**src/rtl/r8051_sfr_pkg.sv**
```systemverilog
// SFR addresses, SCON bit positions and the shared serial state encoding
// for the 8051-style UART.
package r8051_sfr_pkg;

  localparam logic [7:0] SCON_ADDR = 8'h98;
  localparam logic [7:0] SBUF_ADDR = 8'h99;

  localparam int SCON_REN = 4;
  localparam int SCON_TI  = 1;
  localparam int SCON_RI  = 0;

  typedef enum logic [1:0] {
    ST_IDLE  = 2'd0,
    ST_START = 2'd1,
    ST_DATA  = 2'd2,
    ST_STOP  = 2'd3
  } uart_state_e;

endpackage

```
**src/rtl/r8051_uart_rx.sv**
```systemverilog
// 8N1 receiver: 2-flop input synchronizer, start-bit mid-sample qualification,
// then one sample per bit period. Pulses load for one cycle with a good frame.
//
//  state    | meaning
//  ST_IDLE  | waiting for a synchronized falling edge with ren high
//  ST_START | counting to the middle of the start bit, re-checking it is low
//  ST_DATA  | sampling 8 data bits LSB first, one per bit period
//  ST_STOP  | sampling the stop bit; load only if high and RI is clear
module r8051_uart_rx
  import r8051_sfr_pkg::*;
#(
  parameter int CLK_DIV = 16
) (
  input  logic       clk,
  input  logic       rst,
  input  logic       rxd,
  input  logic       ren,
  input  logic       ri,
  output logic       load,
  output logic [7:0] data
);

  localparam logic [15:0] BIT_RELOAD  = 16'(CLK_DIV - 1);
  localparam logic [15:0] HALF_RELOAD = 16'((CLK_DIV / 2) - 1);

  logic        rxd_s1, rxd_s2, rxd_prev;
  uart_state_e state, state_nxt;
  logic [15:0] timer, timer_nxt;
  logic [2:0]  bit_cnt, bit_cnt_nxt;
  logic [7:0]  shift, shift_nxt;
  logic        fall, tc;

  assign fall = rxd_prev & ~rxd_s2;
  assign tc   = (timer == 16'd0);
  assign data = shift;

  // Synchronize the asynchronous line and keep one cycle of history for edge detect.
  always_ff @(posedge clk or negedge rst) begin
    if (!rst) begin
      rxd_s1   <= 1'b1;
      rxd_s2   <= 1'b1;
      rxd_prev <= 1'b1;
    end else begin
      rxd_s1   <= rxd;
      rxd_s2   <= rxd_s1;
      rxd_prev <= rxd_s2;
    end
  end

  // Receiver state, bit timer, bit counter and shift register.
  always_ff @(posedge clk or negedge rst) begin
    if (!rst) begin
      state   <= ST_IDLE;
      timer   <= 16'd0;
      bit_cnt <= 3'd0;
      shift   <= 8'h00;
    end else begin
      state   <= state_nxt;
      timer   <= timer_nxt;
      bit_cnt <= bit_cnt_nxt;
      shift   <= shift_nxt;
    end
  end

  // Next-state logic; dropping ren abandons any frame in progress.
  always_comb begin
    state_nxt   = state;
    timer_nxt   = tc ? timer : timer - 16'd1;
    bit_cnt_nxt = bit_cnt;
    shift_nxt   = shift;
    load        = 1'b0;
    case (state)
      ST_IDLE: begin
        if (ren && fall) begin
          state_nxt = ST_START;
          timer_nxt = HALF_RELOAD;
        end
      end
      ST_START: begin
        if (!ren) begin
          state_nxt = ST_IDLE;
        end else if (tc) begin
          if (rxd_s2) begin
            state_nxt = ST_IDLE;
          end else begin
            state_nxt   = ST_DATA;
            timer_nxt   = BIT_RELOAD;
            bit_cnt_nxt = 3'd0;
          end
        end
      end
      ST_DATA: begin
        if (!ren) begin
          state_nxt = ST_IDLE;
        end else if (tc) begin
          shift_nxt = {rxd_s2, shift[7:1]};
          timer_nxt = BIT_RELOAD;
          if (bit_cnt == 3'd7) begin
            state_nxt = ST_STOP;
          end else begin
            bit_cnt_nxt = bit_cnt + 3'd1;
          end
        end
      end
      ST_STOP: begin
        if (!ren) begin
          state_nxt = ST_IDLE;
        end else if (tc) begin
          state_nxt = ST_IDLE;
          load      = rxd_s2 & ~ri;
        end
      end
      default: state_nxt = ST_IDLE;
    endcase
  end

endmodule

```
**src/rtl/r8051_uart.sv**
```systemverilog
// 8051-style serial port, mode-1-like 8N1 framing: SCON/SBUF SFR decode,
// transmitter and SCON live here, the receiver is a sub-module.
//
//  state    | meaning
//  ST_IDLE  | line high, SBUF write starts a frame
//  ST_START | driving the start bit
//  ST_DATA  | driving 8 data bits LSB first
//  ST_STOP  | driving the stop bit; TI set and back to idle as it ends
module r8051_uart
  import r8051_sfr_pkg::*;
#(
  parameter int CLK_DIV = 16
) (
  input  logic       clk,
  input  logic       rst,
  input  logic       sfr_rd_en,
  input  logic [7:0] sfr_rd_addr,
  output logic [7:0] sfr_rd_byte,
  output logic       sfr_rd_hit,
  input  logic       sfr_wr_en,
  input  logic [7:0] sfr_wr_addr,
  input  logic [7:0] sfr_wr_byte,
  output logic       uart_txd,
  input  logic       uart_rxd,
  output logic       irq
);

  localparam logic [15:0] BIT_RELOAD = 16'(CLK_DIV - 1);

  logic [7:0]  scon, scon_nxt, rx_buf, rx_data;
  logic        rx_load, wr_scon, wr_sbuf, tx_done, txd_nxt, tx_tc;
  uart_state_e tx_state, tx_state_nxt;
  logic [15:0] tx_timer, tx_timer_nxt;
  logic [2:0]  tx_bit_cnt, tx_bit_cnt_nxt;
  logic [7:0]  tx_shift, tx_shift_nxt;

  assign wr_scon = sfr_wr_en && (sfr_wr_addr == SCON_ADDR);
  assign wr_sbuf = sfr_wr_en && (sfr_wr_addr == SBUF_ADDR);
  assign tx_tc   = (tx_timer == 16'd0);

  r8051_uart_rx #(.CLK_DIV(CLK_DIV)) u_rx (
    .clk  (clk),
    .rst  (rst),
    .rxd  (uart_rxd),
    .ren  (scon[SCON_REN]),
    .ri   (scon[SCON_RI]),
    .load (rx_load),
    .data (rx_data)
  );

  // Transmit state, timer, counter, shifter and the registered line.
  always_ff @(posedge clk or negedge rst) begin
    if (!rst) begin
      tx_state   <= ST_IDLE;
      tx_timer   <= 16'd0;
      tx_bit_cnt <= 3'd0;
      tx_shift   <= 8'h00;
      uart_txd   <= 1'b1;
    end else begin
      tx_state   <= tx_state_nxt;
      tx_timer   <= tx_timer_nxt;
      tx_bit_cnt <= tx_bit_cnt_nxt;
      tx_shift   <= tx_shift_nxt;
      uart_txd   <= txd_nxt;
    end
  end

  // Transmit next-state logic; SBUF writes outside idle are dropped.
  always_comb begin
    tx_state_nxt   = tx_state;
    tx_timer_nxt   = tx_tc ? tx_timer : tx_timer - 16'd1;
    tx_bit_cnt_nxt = tx_bit_cnt;
    tx_shift_nxt   = tx_shift;
    txd_nxt        = uart_txd;
    tx_done        = 1'b0;
    case (tx_state)
      ST_IDLE: begin
        txd_nxt = 1'b1;
        if (wr_sbuf) begin
          tx_state_nxt   = ST_START;
          tx_shift_nxt   = sfr_wr_byte;
          tx_timer_nxt   = BIT_RELOAD;
          tx_bit_cnt_nxt = 3'd0;
          txd_nxt        = 1'b0;
        end
      end
      ST_START: begin
        if (tx_tc) begin
          tx_state_nxt = ST_DATA;
          tx_timer_nxt = BIT_RELOAD;
          txd_nxt      = tx_shift[0];
        end
      end
      ST_DATA: begin
        if (tx_tc) begin
          tx_timer_nxt = BIT_RELOAD;
          if (tx_bit_cnt == 3'd7) begin
            tx_state_nxt = ST_STOP;
            txd_nxt      = 1'b1;
          end else begin
            tx_bit_cnt_nxt = tx_bit_cnt + 3'd1;
            tx_shift_nxt   = {1'b0, tx_shift[7:1]};
            txd_nxt        = tx_shift[1];
          end
        end
      end
      ST_STOP: begin
        if (tx_tc) begin
          tx_state_nxt = ST_IDLE;
          tx_done      = 1'b1;
        end
      end
      default: begin
        tx_state_nxt = ST_IDLE;
        txd_nxt      = 1'b1;
      end
    endcase
  end

  // SCON update: CPU write first, hardware flag sets override their own bit.
  always_comb begin
    scon_nxt = scon;
    if (wr_scon) scon_nxt = sfr_wr_byte;
    if (tx_done) scon_nxt[SCON_TI] = 1'b1;
    if (rx_load) scon_nxt[SCON_RI] = 1'b1;
  end

  // SCON, receive buffer and irq; irq follows the flags in the same cycle they set.
  always_ff @(posedge clk or negedge rst) begin
    if (!rst) begin
      scon   <= 8'h00;
      rx_buf <= 8'h00;
      irq    <= 1'b0;
    end else begin
      scon <= scon_nxt;
      irq  <= scon_nxt[SCON_TI] | scon_nxt[SCON_RI];
      if (rx_load) rx_buf <= rx_data;
    end
  end

  // Registered SFR read; values are taken before any same-cycle write lands.
  always_ff @(posedge clk or negedge rst) begin
    if (!rst) begin
      sfr_rd_byte <= 8'h00;
      sfr_rd_hit  <= 1'b0;
    end else if (sfr_rd_en && (sfr_rd_addr == SCON_ADDR)) begin
      sfr_rd_byte <= scon;
      sfr_rd_hit  <= 1'b1;
    end else if (sfr_rd_en && (sfr_rd_addr == SBUF_ADDR)) begin
      sfr_rd_byte <= rx_buf;
      sfr_rd_hit  <= 1'b1;
    end else begin
      sfr_rd_hit  <= 1'b0;
    end
  end

endmodule

```
**config.mk**
```make
export PLATFORM = sky130hd
export DESIGN_NAME = r8051_uart
export DESIGN_NICKNAME = d
export VERILOG_FILES = /design/src/rtl/r8051_sfr_pkg.sv /design/src/rtl/r8051_uart_rx.sv /design/src/rtl/r8051_uart.sv
export SDC_FILE = /design/constraint.sdc
export NUM_CORES = 1
export LEC_CHECK = 0
export ABC_AREA = 1
export CAP_MARGIN = 20
export CORE_MARGIN = 8
export CORE_UTILIZATION = 44
export DETAILED_ROUTE_END_ITERATION = 8
export PLACE_DENSITY_LB_ADDON = 0.3
export SLEW_MARGIN = 30
export SYNTH_ARGS = -nofsm -noshare
export SYNTH_HDL_FRONTEND = slang
export SYNTH_SLANG_ARGS = --single-unit
```
**constraint.sdc**
```tcl
create_clock -name clk -period 2.6 [get_ports clk]
set_input_delay 0.52 -clock clk [delete_from_list [all_inputs] [get_ports clk]]
set_output_delay 0.52 -clock clk [all_outputs]
set_load 0.05 [all_outputs]
```
== Word level (Yosys, flattened, before mapping) ==
Cells that the tools add are included.
W data, S select, Z words.

* Register bits after elaboration: 88
* Bits of input ports: 29
* Output and inout port bits: 11
* Word-level logic and storage cells: 136

* $add $sub $neg: 4
* Equality and inequality tests: 29
* Multiplexer cells: 60
* Bitwise operators: 5
* Reductions and logical operators: 20

{| class="wikitable"
|+ Operators by type and width
! operator !! number
|-
| $mux W16 || 10
|-
| $pmux W16 S3 || 1
|-
| $mux W8 || 5
|-
| $eq A8 B8 Y1 const B || 4
|-
| $logic_not A16 Y1 || 2
|-
| $pmux W16 S2 || 1
|-
| $sub A16 B1 Y16 const B || 2
|-
| $mux W2 || 15
|-
| $mux W3 || 9
|-
| $ne A2 B2 Y1 const B || 10
|-
| $pmux W2 S4 || 2
|-
| $pmux W8 S2 || 1
|-
| $mux W1 || 13
|-
| $ne A3 B2 Y1 const B || 4
|-
| $pmux W3 S2 || 2
|-
| $reduce_and A5 Y1 || 2
|-
| $eq A2 B2 Y1 const B || 4
|-
| $reduce_and A7 Y1 || 1
|-
| $add A3 B1 Y3 const B || 2
|-
| $eq A3 B3 Y1 const B || 2
|-
| $ne A2 B1 Y1 const B || 3
|-
| $reduce_and A3 Y1 || 2
|-
| $reduce_bool A2 Y1 || 3
|-
| $logic_and A1 B1 Y1 || 5
|-
| other kinds (9) || 13
|}

== Logic depth before layout (Yosys ltp) ==
Gate-level depths: netlist of run 1.

* Depth after elaboration: 7
* Gate-level depth with buffers: 11
* Gate-level depth less buffers: 11

== Modules after synthesis ==
A second synthesis of run 1 with hierarchy kept.

* Cells, all modules: 617
* Area total of the unflattened synthesis: 4914.7 sq um

{| class="wikitable"
|+ By module, submodules not included
! module !! instances !! cells an instance !! area an instance (sq um) !! seq. area each (sq um)
|-
| r8051_uart || 1 || 362 || 3006.6 || 1402.6
|-
| r8051_uart_rx || 1 || 255 || 1908.1 || 804.5
|}

== Worst setup path before layout of run 1 ==
OpenSTA, ideal clock, no wires.

* Kind: register to register
* Start point: register u_rx.timer[0]
* End point: register u_rx.timer[0]
* Library setup time: 132 ps
* Arrival: 1793 ps
* Required time: 2468 ps
* Path slack: 675 ps
* Stages on the path, launching flop included: 11
* Path buffers: 0
* Period minus slack after synthesis: 1925 ps
* Cells stage by stage: dfrtp_1 > inv_1 > ha_1 > inv_1 > nor4_4 > nand2_2 > ha_1 > nand2_1 > o21ai_0 > inv_1 > nand4_1

* Cells in the longest elaborated chain, start to end: 6
* Elaborated cells on any way between the ends: 10
* Classes of those cells: 1 x add/sub; 8 x mux; 1 x reduce/logical

{| class="wikitable"
|+ Ends and longest elaborated chain
! what !! line !! text
|-
| from (decl) || r8051_uart_rx.sv:28 || <nowiki>logic [15:0] timer, timer_nxt;</nowiki>
|-
| from (signal assigned) || r8051_uart_rx.sv:59 || <nowiki>timer <= timer_nxt;</nowiki>
|-
| $sub A16 B1 Y16 / $logic_not A16 Y1 (equally long branches) || r8051_uart_rx.sv:68, r8051_uart_rx.sv:34 ||
|-
| $mux W16 || r8051_uart_rx.sv:68 || <nowiki>timer_nxt = tc ? timer : timer - 16'd1;</nowiki>
|-
| $mux W16 || r8051_uart_rx.sv:83 || <nowiki>if (rxd_s2) begin</nowiki>
|-
| $mux W16 || r8051_uart_rx.sv:82 || <nowiki>end else if (tc) begin</nowiki>
|-
| $mux W16 || r8051_uart_rx.sv:80 || <nowiki>if (!ren) begin</nowiki>
|-
| $pmux W16 S3 (*) || r8051_uart_rx.sv:72 || <nowiki>case (state)</nowiki>
|-
| net u_rx.timer_nxt[0] || r8051_uart_rx.sv:28 ||
|}

Mark *: on every way through the listed nets, which the timed path passes. The rest lies on a longest branch.
A chain may end at the register's enable or synchronous reset.

== Worst setup path in the final report of run 1 ==
* Start point: register uart_txd
* End point: output uart_txd

{| class="wikitable"
|+ RTL lines
! what !! line !! text
|-
| from (decl) || r8051_uart.sv:23 || <nowiki>output logic uart_txd,</nowiki>
|-
| from (signal assigned) || r8051_uart.sv:64 || <nowiki>uart_txd <= txd_nxt;</nowiki>
|}

No word-level cell between the ends.

==> results of run 1 <==
[report_power, final]
group	switching, mW	total [mW]	internal [mW]
Combinational	1.49	2.33	0.841
Sequential	0.318	2.06	1.75
Clock	0.526	1.28	0.749
[sequential cells by signal, indices dropped and copies added (netlist names), 2 cells and up]
register and cells:
u_rx.data 8, tx_timer 16, rx_buf 8, scon 8, sfr_rd_byte 8, tx_bit_cnt 3, u_rx.state 2, tx_shift 8
tx_state 2, u_rx.timer 16, u_rx.bit_cnt 3
[cells by family after synthesis]
group | synth area share
AOI/OAI and AO/OA | 0.113
and+or+nand+nor | 0.286
buffers and inverters | 0.0858
muxes | 0.00211
adders and majority gates | 0.0369
xor gates and xnor gates | 0.0111
DFF | 0.465
[cells in the final DEF, fill, tap and decap left out, types with 2 or more instances in the layout]
master | synthesis | layout
a21oi_1 | 18 | 18
buf_4 | 0 | 4
bufinv_16 | 0 | 4
clkbuf_8 | 0 | 9
clkdlybuf4s50_1 | 0 | 38
dfrtp_1 | 84 | 84
dfstp_2 | 4 | 4
ha_1 | 14 | 14
inv_1 | 82 | 82
inv_2 | 2 | 2
inv_6 | 0 | 2
nand2_1 | 128 | 128
nand2_2 | 5 | 5
nand2_4 | 3 | 3
nand3_1 | 39 | 39
nand3b_1 | 3 | 3
nand4_1 | 6 | 6
nor2_1 | 73 | 73
nor2_2 | 4 | 4
nor2_4 | 2 | 2
nor3_1 | 12 | 12
nor4_4 | 2 | 2
o211ai_1 | 10 | 10
o21ai_0 | 35 | 35
o21ai_1 | 8 | 8
o21ai_2 | 15 | 15
or2_1 | 3 | 3
or2_2 | 4 | 4
xor2_1 | 6 | 6
[metrics by stage]
step	worst slack (ns)	area, µm²	hold slack [ns]
final	0.369	5530	0.105
after global routing	0.236	5530	0.111
after CTS	0.339	5530	0.102
after detailed placement	0.274	5260	0.349
after global placement	0.349	5260	0.346
after floorplan	0.675	4740	0.224
[worst min path at each step]
stage | startpoint | endpoint | slack, ns | cells after the start
after CTS | rst | u_rx.timer[5] | 0.10 | 1
after global routing | rst | sfr_rd_byte[3] | 0.11 | 1
final | rst | u_rx.data[2] | 0.10 | 1
after detailed placement | u_rx.rxd_s1 | u_rx.rxd_s2 | 0.35 | 0
after global placement | u_rx.rxd_s1 | u_rx.rxd_s2 | 0.35 | 0
after floorplan | rst | irq | 0.22 | 0
[routing by layer]
| layer | GRT usage | routed length, µm | part of all wire | up-vias |
|---|---|---|---|---|
| met5 | 0 | 0 | 0 | - |
| met4 | 0.0500 | 153 | 0.016 | 0 |
| met3 | 0.0333 | 292 | 0.030 | 11 |
| met2 | 0.236 | 4780 | 0.49 | 51 |
| met1 | 0.179 | 4470 | 0.46 | 1811 |
| li1 | - | - | - | 1956 |
[cells in the mapped netlist, types with 2 or more instances]
cell,number,area share
o211ai_1,10,0.016
nor4_4,2,0.0090
nand4_1,6,0.0079
or2_2,4,0.0053
clkbuf_1,5,0.0040
o21ai_2,15,0.028
o21ai_0,35,0.037
inv_1,82,0.065
dfrtp_1,84,0.44
nand3b_1,3,0.0047
buf_2,5,0.0053
buf_6,2,0.0047
nor3_1,12,0.013
nand3_1,39,0.041
ha_1,14,0.037
a21oi_1,18,0.019
inv_2,2,0.0016
o21ai_1,8,0.0084
nor2_1,73,0.058
nand2_2,5,0.0066
dfstp_2,4,0.022
nand2_4,3,0.0071
nand2_1,128,0.10
or2_1,3,0.0040
nor2_4,2,0.0047
nor2_2,4,0.0053
xor2_1,6,0.011
[worst register-to-register path: stages (launching register included)]
cell and delay (ns):
dfrtp_1 0.43, inv_1 0.15, ha_1 0.18, inv_1 0.10, nor4_4 0.41, nand2_2 0.18
ha_1 0.33, nand2_1 0.07, o21ai_0 0.08, inv_1 0.06, nand4_1 0.09
[layout make-up]
type                       count  area [µm²]  share of cell area
sequential                    88        2210               0.399
multi-input combinational    401        2130               0.385
timing repair buffer          43         430              0.0778
inverter                      85         320              0.0579
tap                          140         175              0.0317
clock inverter                 7         149              0.0269
clock buffer                   9         124              0.0224
==> metrics.md, run 1 <==
| Metric | Value |
|---|---|
| Outcome | `finished clean` |
| DRT Pass-1 Iters | `4` |
| Crit-path max cell delay | `0.81 ns` |
| Slew HR | `0.517` |
| Slowest-stage cell, CP | `clkdlybuf4s50_1` |
| Total gr overflow | `0` |
| VDD IR max | `about 0.00054 V` |
| # fillers | `1,018` |
| First-pass GRT wire length | `between 15,000 and 20,000 µm` |
| Final worst path period share | `0.858` |
| Core Util, Final | `0.517` |
| Effective utilization at floorplan | `0.443` |
| Max Fclk | `approximately 450 MHz` |
| Clock period minus worst slack | `2.23 ns` |
| IO Count | `40` |
| Core area | `0.0107 mm²` |
| CTS tree | `done` |
| Critical path endpoint | `uart_txd` |
| Crit path required time | `2.08 ns` |
| Setup_tns | `0 ns` |
| Critical R2R Launch | `u_rx.timer[0]` |
| RD Place Congestion | `approximately 0.85` |
| FF-to-FF End | `u_rx.timer[0]` |
| Max Cap Viol | `0` |
| Critical path capture point type | `output port` |
| Layout cell share with drive strength beyond 1 | `0.107` |
| Rows | `38` |
| Unique masters post-synth | `40` |
| CTS resizes | `0` |
| Total GRT Usage | `0.143` |
| WS Path Type | `reg -> out` |
| # DRC | `0` |
| Synthesized area | `0.00474 mm²` |
| Die area | `0.0144 mm²` |
| Initial antenna violation count | `0` |
| Port bufs | `39` |
| Hold Path Class | `in -> async` |
| Reg2Reg Depth | `10` |
| DRT antenna net count | `0` |
| Vias in the first global route | `3,803` |
| Max Fanout on Critical Path | `2` |
| EDFF count, synth | `0` |
| Critical path startpoint category | `flop` |
| Cts hold-fix bufs | `0` |
| Via count | `approximately 3,800` |
| Leak | `2.71 nW` |
| Cells after synthesis | `587` |
| CP cell instances | `clkdlybuf4s50_1` |
| Top delay family on crit path | `buffers and inverters` |
| Postcts setup bufs | `0` |
| Clock transition at path regs | `0.09 ns` |
| TritonCTS Sinks | `between 80 and 90` |
| RSZ-0062 raised after global routing | `no` |
| CP Buf/Inv Count | `1` |
| CP arrival | `1.71 ns` |
| FF-to-FF setup slack | `0.41 ns` |
| CTS buffer count | `9` |
| Post-Layout Cell Count | `around 770` |
| CP startpoint | `uart_txd` |
| Via density | `4.95` |
| Drt wl/cell | `about 13 µm` |
| Clock skew | `0.0157 ns` |
| Setup violators final | `0` |
| Final Hold Violating Endpoints | `0` |
| Cell total after placement | `approximately 760` |
| P&R area growth vs syn | `16.7%` |
| Max Buffers Root-to-Sink | `2` |
| Post-synthesis sequential element count | `88` |
| Largest net degree at the start of global routing | `40` |
| Sequential area share after synthesis | `0.465` |
| Iter 0 DRT Violations | `264` |
| Syn. warnings | `0` |
| Ys flop type | `dfrtp_1` |
| Syn Area/Cell | `between 8 and 9 µm²` |
| Pins Over Slew Limit | `0` |
| Async S/R FF share, synth | `1.00` |
| Power density cells | `1020 mW/mm²` |
| Root buf cell | `clkbuf_8` |
| Die Width | `120 µm` |
| H-tree depth | `3` |
| Total power | `5.67 mW` |
| Worst-Skew Late Latency | `0.37 ns` |
| Worst slew pin tran | `0.725 ns` |
| DP HPWL | `7160 µm` |
| Post-Route WL | `9700 µm` |
| Die H | `120 µm` |
| Antenna diodes | `0` |
| Post-synthesis net count | `between 600 and 700` |
| Final Net Count | `671` |
| WP depth | `1` |
No activity file was read; power rests on OpenSTA's default activity.
==> run 2, diff against run 1 <==
- DONT_BUFFER_PORTS: not set -> 1
- PLACE_DENSITY_LB_ADDON: 0.3 -> not set
==> metrics.md, run 2 (synthesized netlist as in run 1, its figures left out) <==
| Metric | Value |
|---|---|
| Die area | `0.0144 mm² (unchanged)` |
| WP depth | `10 (+9)` |
| DRT Pass-1 Iters | `4 (unchanged)` |
| Iter 0 DRT Violations | `260 (-1.5%)` |
| Port bufs | `0 (-100%)` |
| Antenna diodes | `0 (unchanged)` |
| Die H | `120 µm (unchanged)` |
| WS Path Type | `reg -> reg` |
| RSZ-0062 raised after global routing | `no` |
| CTS tree | `done` |
| Final Net Count | `629 (-6.3%)` |
| Crit-path max cell delay | `0.43 ns (-0.38 ns)` |
| Critical path endpoint | `u_rx.timer[0]` |
| Clock skew | `0.0107 ns (-0.00496 ns)` |
| Worst slew pin tran | `0.738 ns (+0.0131 ns)` |
| Post-Route WL | `9400 µm (-3.1%)` |
| TritonCTS Sinks | `88 (unchanged)` |
| DP HPWL | `6910 µm (-3.5%)` |
| Effective utilization at floorplan | `0.443 (unchanged)` |
| Total gr overflow | `0 (unchanged)` |
| Hold Path Class | `in -> async` |
| Initial antenna violation count | `0 (unchanged)` |
| CP cell instances | `inv_1 > ha_1 > inv_1 > nor4_4 > nand2_2 > ha_1 > nand2_1 > o21ai_0 > inv_1 > nand4_1` |
| Setup_tns | `0 ns (unchanged)` |
| Layout cell share with drive strength beyond 1 | `0.108 (+0.000866)` |
| Via count | `3,640 (-4.9%)` |
| Most common library cell in the layout ignoring fill and taps | `nand2_1` |
| # DRC | `0 (unchanged)` |
| Worst-Skew Late Latency | `0.37 ns (about the same)` |
| DRT antenna net count | `0 (unchanged)` |
| Max Buffers Root-to-Sink | `2 (unchanged)` |
| Die Width | `120 µm (unchanged)` |
| Crit path required time | `2.84 ns (+0.76 ns)` |
| VDD IR max | `0.000594 V (+11%)` |
| H-tree depth | `3 (unchanged)` |
| Max Fclk | `471 MHz (+5.2%)` |
| Clock period minus worst slack | `2.12 ns (-0.110 ns)` |
| CP arrival | `2.36 ns (+0.65 ns)` |
| Core area | `0.0107 mm² (unchanged)` |
| Setup violators final | `0 (unchanged)` |
| Postcts setup bufs | `0 (unchanged)` |
| Critical path capture point type | `flop` |
| Critical path startpoint category | `flop` |
| Root buf cell | `clkbuf_8` |
| Core Util, Final | `0.472 (-0.0455)` |
| Power density cells | `1030 mW/mm² (+0.51%)` |
| Final Hold Violating Endpoints | `0 (unchanged)` |
| Outcome | `finished clean` |
| Leading registers by flop count | `tx_timer (16), u_rx.timer (16)` |
| RD Place Congestion | `0.875 (+3.4%)` |
| Total GRT Usage | `0.143 (about the same)` |
| Slowest-stage cell, CP | `dfrtp_1` |
| Reg2Reg Depth | `10 (unchanged)` |
| Drt wl/cell | `12.9 µm (+2.5%)` |
| P&R area growth vs syn | `6.44%` |
| Max Fanout on Critical Path | `7 (+5)` |
| CTS buffer count | `9 (unchanged)` |
| Vias in the first global route | `3,701 (-2.7%)` |
| CP Buf/Inv Count | `3 (+2)` |
| Clock transition at path regs | `0.09 ns (about the same)` |
| Leak | `2.50 nW (-7.8%)` |
| Max Cap Viol | `0 (unchanged)` |
| IO Count | `40 (unchanged)` |
| FF-to-FF setup slack | `0.48 ns (+0.07 ns)` |
| FF-to-FF End | `u_rx.timer[0]` |
| Rows | `38 (unchanged)` |
| Post-Layout Inst Area | `0.00505 mm² (-8.8%)` |
| Slew HR | `0.508 (-0.00870)` |
| Pins Over Slew Limit | `0 (unchanged)` |
| CP startpoint | `u_rx.timer[0]` |
| Top delay family on crit path | `simple AND/OR/NAND/NOR gates` |
| Via density | `4.98 (+0.53%)` |
| Placed inst area | `0.00483 mm² (-8.2%)` |
| CP dominant cell by count | `inv_1` |
| CTS resizes | `0 (unchanged)` |
| Final worst path period share | `0.816 (-0.0422)` |
| Cts hold-fix bufs | `1 (+1)` |
| Commonest non-fill, non-tap cells in the layout | `nand2_1, dfrtp_1, inv_1, nor2_1, nand3_1` |
| Largest net degree at the start of global routing | `89 (+120%)` |
| Worst hold slack | `0.0432 ns (-0.0617 ns)` |
| First-pass GRT wire length | `16,800 µm (-2.1%)` |
| Critical R2R Launch | `u_rx.timer[0]` |
## run 2: metal layers
metal	vias up	global-route usage	part of all wire
met5	-	0	0
met2	55	0.233	0.48
li1	1883	-	-
met1	1689	0.176	0.48
met3	13	0.0352	0.032
met4	0	0.0617	0.016
## run 2: power by group
| part | switching, mW | total, mW | internal [mW] |
|---|---|---|---|
| logic | 1.36 | 2.12 | 0.761 |
| clock network | 0.547 | 0.915 | 0.368 |
| registers | 0.418 | 2.16 | 1.75 |
## run 2: area by class of cell
type	count	area, µm²
repair buffers	1	27.5
flip-flops and latches	88	2210
multi-input cells	401	2130
well taps	140	175
clock inverters	7	65.1
inverters	85	320
fillers	1072	5650
clock buffers	9	124
## run 2: worst min path at each step
| stage | slack [ns] | cells after the start | startpoint | to |
|---|---|---|---|---|
| 2_1_floorplan | 0.22 | 0 | rst | irq |
| 3_3_place_gp | 0.23 | 0 | rst | rx_buf[0] |
| 3_5_place_dp | 0.23 | 0 | rst | u_rx.timer[4] |
| 4_1_cts | 0.06 | 1 | rst | sfr_rd_byte[2] |
| 5_1_grt | 0.04 | 1 | rst | rx_buf[1] |
| 6_report | 0.04 | 1 | rst | u_rx.timer[2] |
## run 2: worst reg2reg max path, delay by kind of cell, from the launching register on
kind                     cells  cell delay (ns)
AND/OR/NAND/NOR              4             0.71
buffers and inverters        3             0.30
AO/OA/AOI/OAI                1             0.08
flip-flops                   1             0.43
adder cells (fa/ha/maj)      2             0.48
## run 2: per-stage QoR
stage	power [mW]	std cells	worst slack [ns]
2_1_floorplan	3.89	587	0.675
3_3_place_gp	4.25	714	0.545
3_5_place_dp	4.29	714	0.501
4_1_cts	5.26	731	0.475
5_1_grt	5.72	731	0.219
6_report	5.20	731	0.479
==> run 3, diff against run 2 <==
- clock period: 2.6 -> 2.1 ns (I/O delays scaled with it)
==> metrics.md, run 3 (synthesized netlist as in run 1, its figures left out) <==
| Metric | Value |
|---|---|
| Outcome | `finished with violations` |
| Failing checks | `hold timing` |
| IO Count | `40 (unchanged)` |
| Placed inst area | `0.00491 mm² (+1.6%)` |
| Initial antenna violation count | `0 (unchanged)` |
| Die Width | `120 µm (unchanged)` |
| Critical path startpoint category | `flop` |
| Antenna diodes | `0 (unchanged)` |
| Power density cells | `1270 mW/mm² (+23%)` |
| # fillers | `1,069 (-0.28%)` |
| Leak | `2.54 nW (+1.7%)` |
| # DRC | `0 (unchanged)` |
| CP arrival | `2.18 ns (-0.18 ns)` |
| First-pass GRT wire length | `16,900 µm (+0.82%)` |
| Iter 0 DRT Violations | `170 (-35%)` |
| Final worst path period share | `0.928 (+0.112)` |
| P&R area growth vs syn | `7.47%` |
| Worst slew pin tran | `0.499 ns (-0.239 ns)` |
| Crit path required time | `2.33 ns (-0.51 ns)` |
| Postcts setup bufs | `0 (unchanged)` |
| RD Place Congestion | `0.849 (-3.0%)` |
| CTS resizes | `0 (unchanged)` |
| Setup violators final | `0 (unchanged)` |
| Setup_tns | `0 ns (unchanged)` |
| Largest net degree at the start of global routing | `89 (unchanged)` |
| Die H | `120 µm (unchanged)` |
| Slew HR | `0.667 (+0.159)` |
| TritonCTS Sinks | `88 (unchanged)` |
| Final Net Count | `638 (+1.4%)` |
| Via density | `4.98 (about the same)` |
| H-tree depth | `3 (unchanged)` |
| DP HPWL | `7140 µm (+3.2%)` |
| Critical path capture point type | `flop` |
| Max Fclk | `513 MHz (+8.8%)` |
| Root buf cell | `clkbuf_8` |
| Vias in the first global route | `3,737 (+0.97%)` |
| RSZ-0062 raised after global routing | `no` |
| Worst-Skew Late Latency | `0.35 ns (-0.02 ns)` |
| Die area | `0.0144 mm² (unchanged)` |
| Core area | `0.0107 mm² (unchanged)` |
| Pins Over Slew Limit | `0 (unchanged)` |
| Worst hold slack | `-0.243 ns (-0.286 ns)` |
| Clock period minus worst slack | `1.95 ns (-0.172 ns)` |
| WS Path Type | `reg -> reg` |
| Max Fanout on Critical Path | `4 (-3)` |
| Total GRT Usage | `0.143 (about the same)` |
| Leading registers by flop count | `tx_timer (16), u_rx.timer (16)` |
| CTS buffer count | `9 (unchanged)` |
| Post-Route WL | `9650 µm (+2.7%)` |
| Max Buffers Root-to-Sink | `2 (unchanged)` |
| Layout cell share with drive strength beyond 1 | `0.120 (+0.0119)` |
| Drt wl/cell | `13.1 µm (+1.6%)` |
| Max Cap Viol | `0 (unchanged)` |
| VDD IR max | `0.000602 V (+1.5%)` |
| Final Hold Violating Endpoints | `88 (+88)` |
| Via count | `3,683 (+1.2%)` |
| Rows | `38 (unchanged)` |
| Effective utilization at floorplan | `0.443 (unchanged)` |
| CTS tree | `done` |
| DRT antenna net count | `0 (unchanged)` |
| Clock skew | `0.0129 ns (+0.00217 ns)` |
| Clock transition at path regs | `0.09 ns (about the same)` |
| Most common library cell in the layout ignoring fill and taps | `nand2_1` |
| Post-Layout Inst Area | `0.00510 mm² (+0.97%)` |
| DRT Pass-1 Iters | `4 (unchanged)` |
| Port bufs | `0 (unchanged)` |
| Commonest non-fill, non-tap cells in the layout | `nand2_1, dfrtp_1, inv_1, nor2_1, nand3_1` |
| Hold Path Class | `in -> async` |
| Total gr overflow | `0 (unchanged)` |
## run 3: layout make-up
| cell class | count | area [µm²] | share of cell area |
|---|---|---|---|
| well taps | 140 | 175 | 0.0344 |
| clock buffers | 12 | 165 | 0.0324 |
| multi-input cells | 401 | 2130 | 0.418 |
| repair buffers | 10 | 75.1 | 0.0147 |
| inverters | 85 | 320 | 0.0629 |
| clock inverters | 3 | 25.0 | 0.00491 |
| flip-flops and latches | 88 | 2210 | 0.433 |
## run 3: final timing paths
| kind | from | to | slack, ns | cells after the start |
|---|---|---|---|---|
| setup / recovery | u_rx.timer[0] | u_rx.timer[0] | 0.15 | 10 |
| hold / removal | rst | u_rx.timer[8] | -0.24 | 0 |
| setup reg to reg | u_rx.timer[0] | u_rx.timer[0] | 0.15 | 10 |
| hold reg to reg | u_rx.rxd_s2 | u_rx.rxd_prev | 0.37 | 0 |
| max in group asynchronous | rst | uart_txd | 2.14 | 0 |
| min in group clk | uart_rxd | u_rx.rxd_s1 | 0.07 | 0 |
## run 3: layer usage
layer	vias to the layer above	share of wire	GRT usage
li1	1895	-	-
met1	1715	0.47	0.176
met2	59	0.48	0.235
met3	14	0.034	0.0352
met4	0	0.016	0.0578
met5	-	0	0
## run 3: worst max-delay path: stages, from the launching register on
cell and delay [ns]:
dfrtp_1 0.42, inv_1 0.09, ha_1 0.14, inv_1 0.10
nor4_4 0.42, nand2_2 0.09, ha_1 0.30, nand2_1 0.06
o21ai_0 0.07, inv_1 0.06, nand4_1 0.08
## run 3: power by group
part	internal (mW)	total, mW	leakage [nW]	switching [mW]
Combinational	0.989	2.67	1.31	1.68
Clock	0.528	1.12	0.0951	0.593
Sequential	2.16	2.69	1.13	0.524
Total	3.68	6.48	2.54	2.80
## run 3: metrics by stage
stage | utilization | hold WS [ns] | cells | worst slack [ns] | power, mW
after CTS | 0.476 | -0.268 | 739 | 0.144 | 6.54
final | 0.476 | -0.243 | 739 | 0.151 | 6.48
after global placement | 0.459 | 0.127 | 724 | 0.207 | 5.31
after detailed placement | 0.459 | 0.128 | 724 | 0.159 | 5.40
after floorplan | - | 0.124 | 587 | 0.175 | 4.81
after global routing | 0.476 | -0.283 | 739 | 0.00160 | 7.11
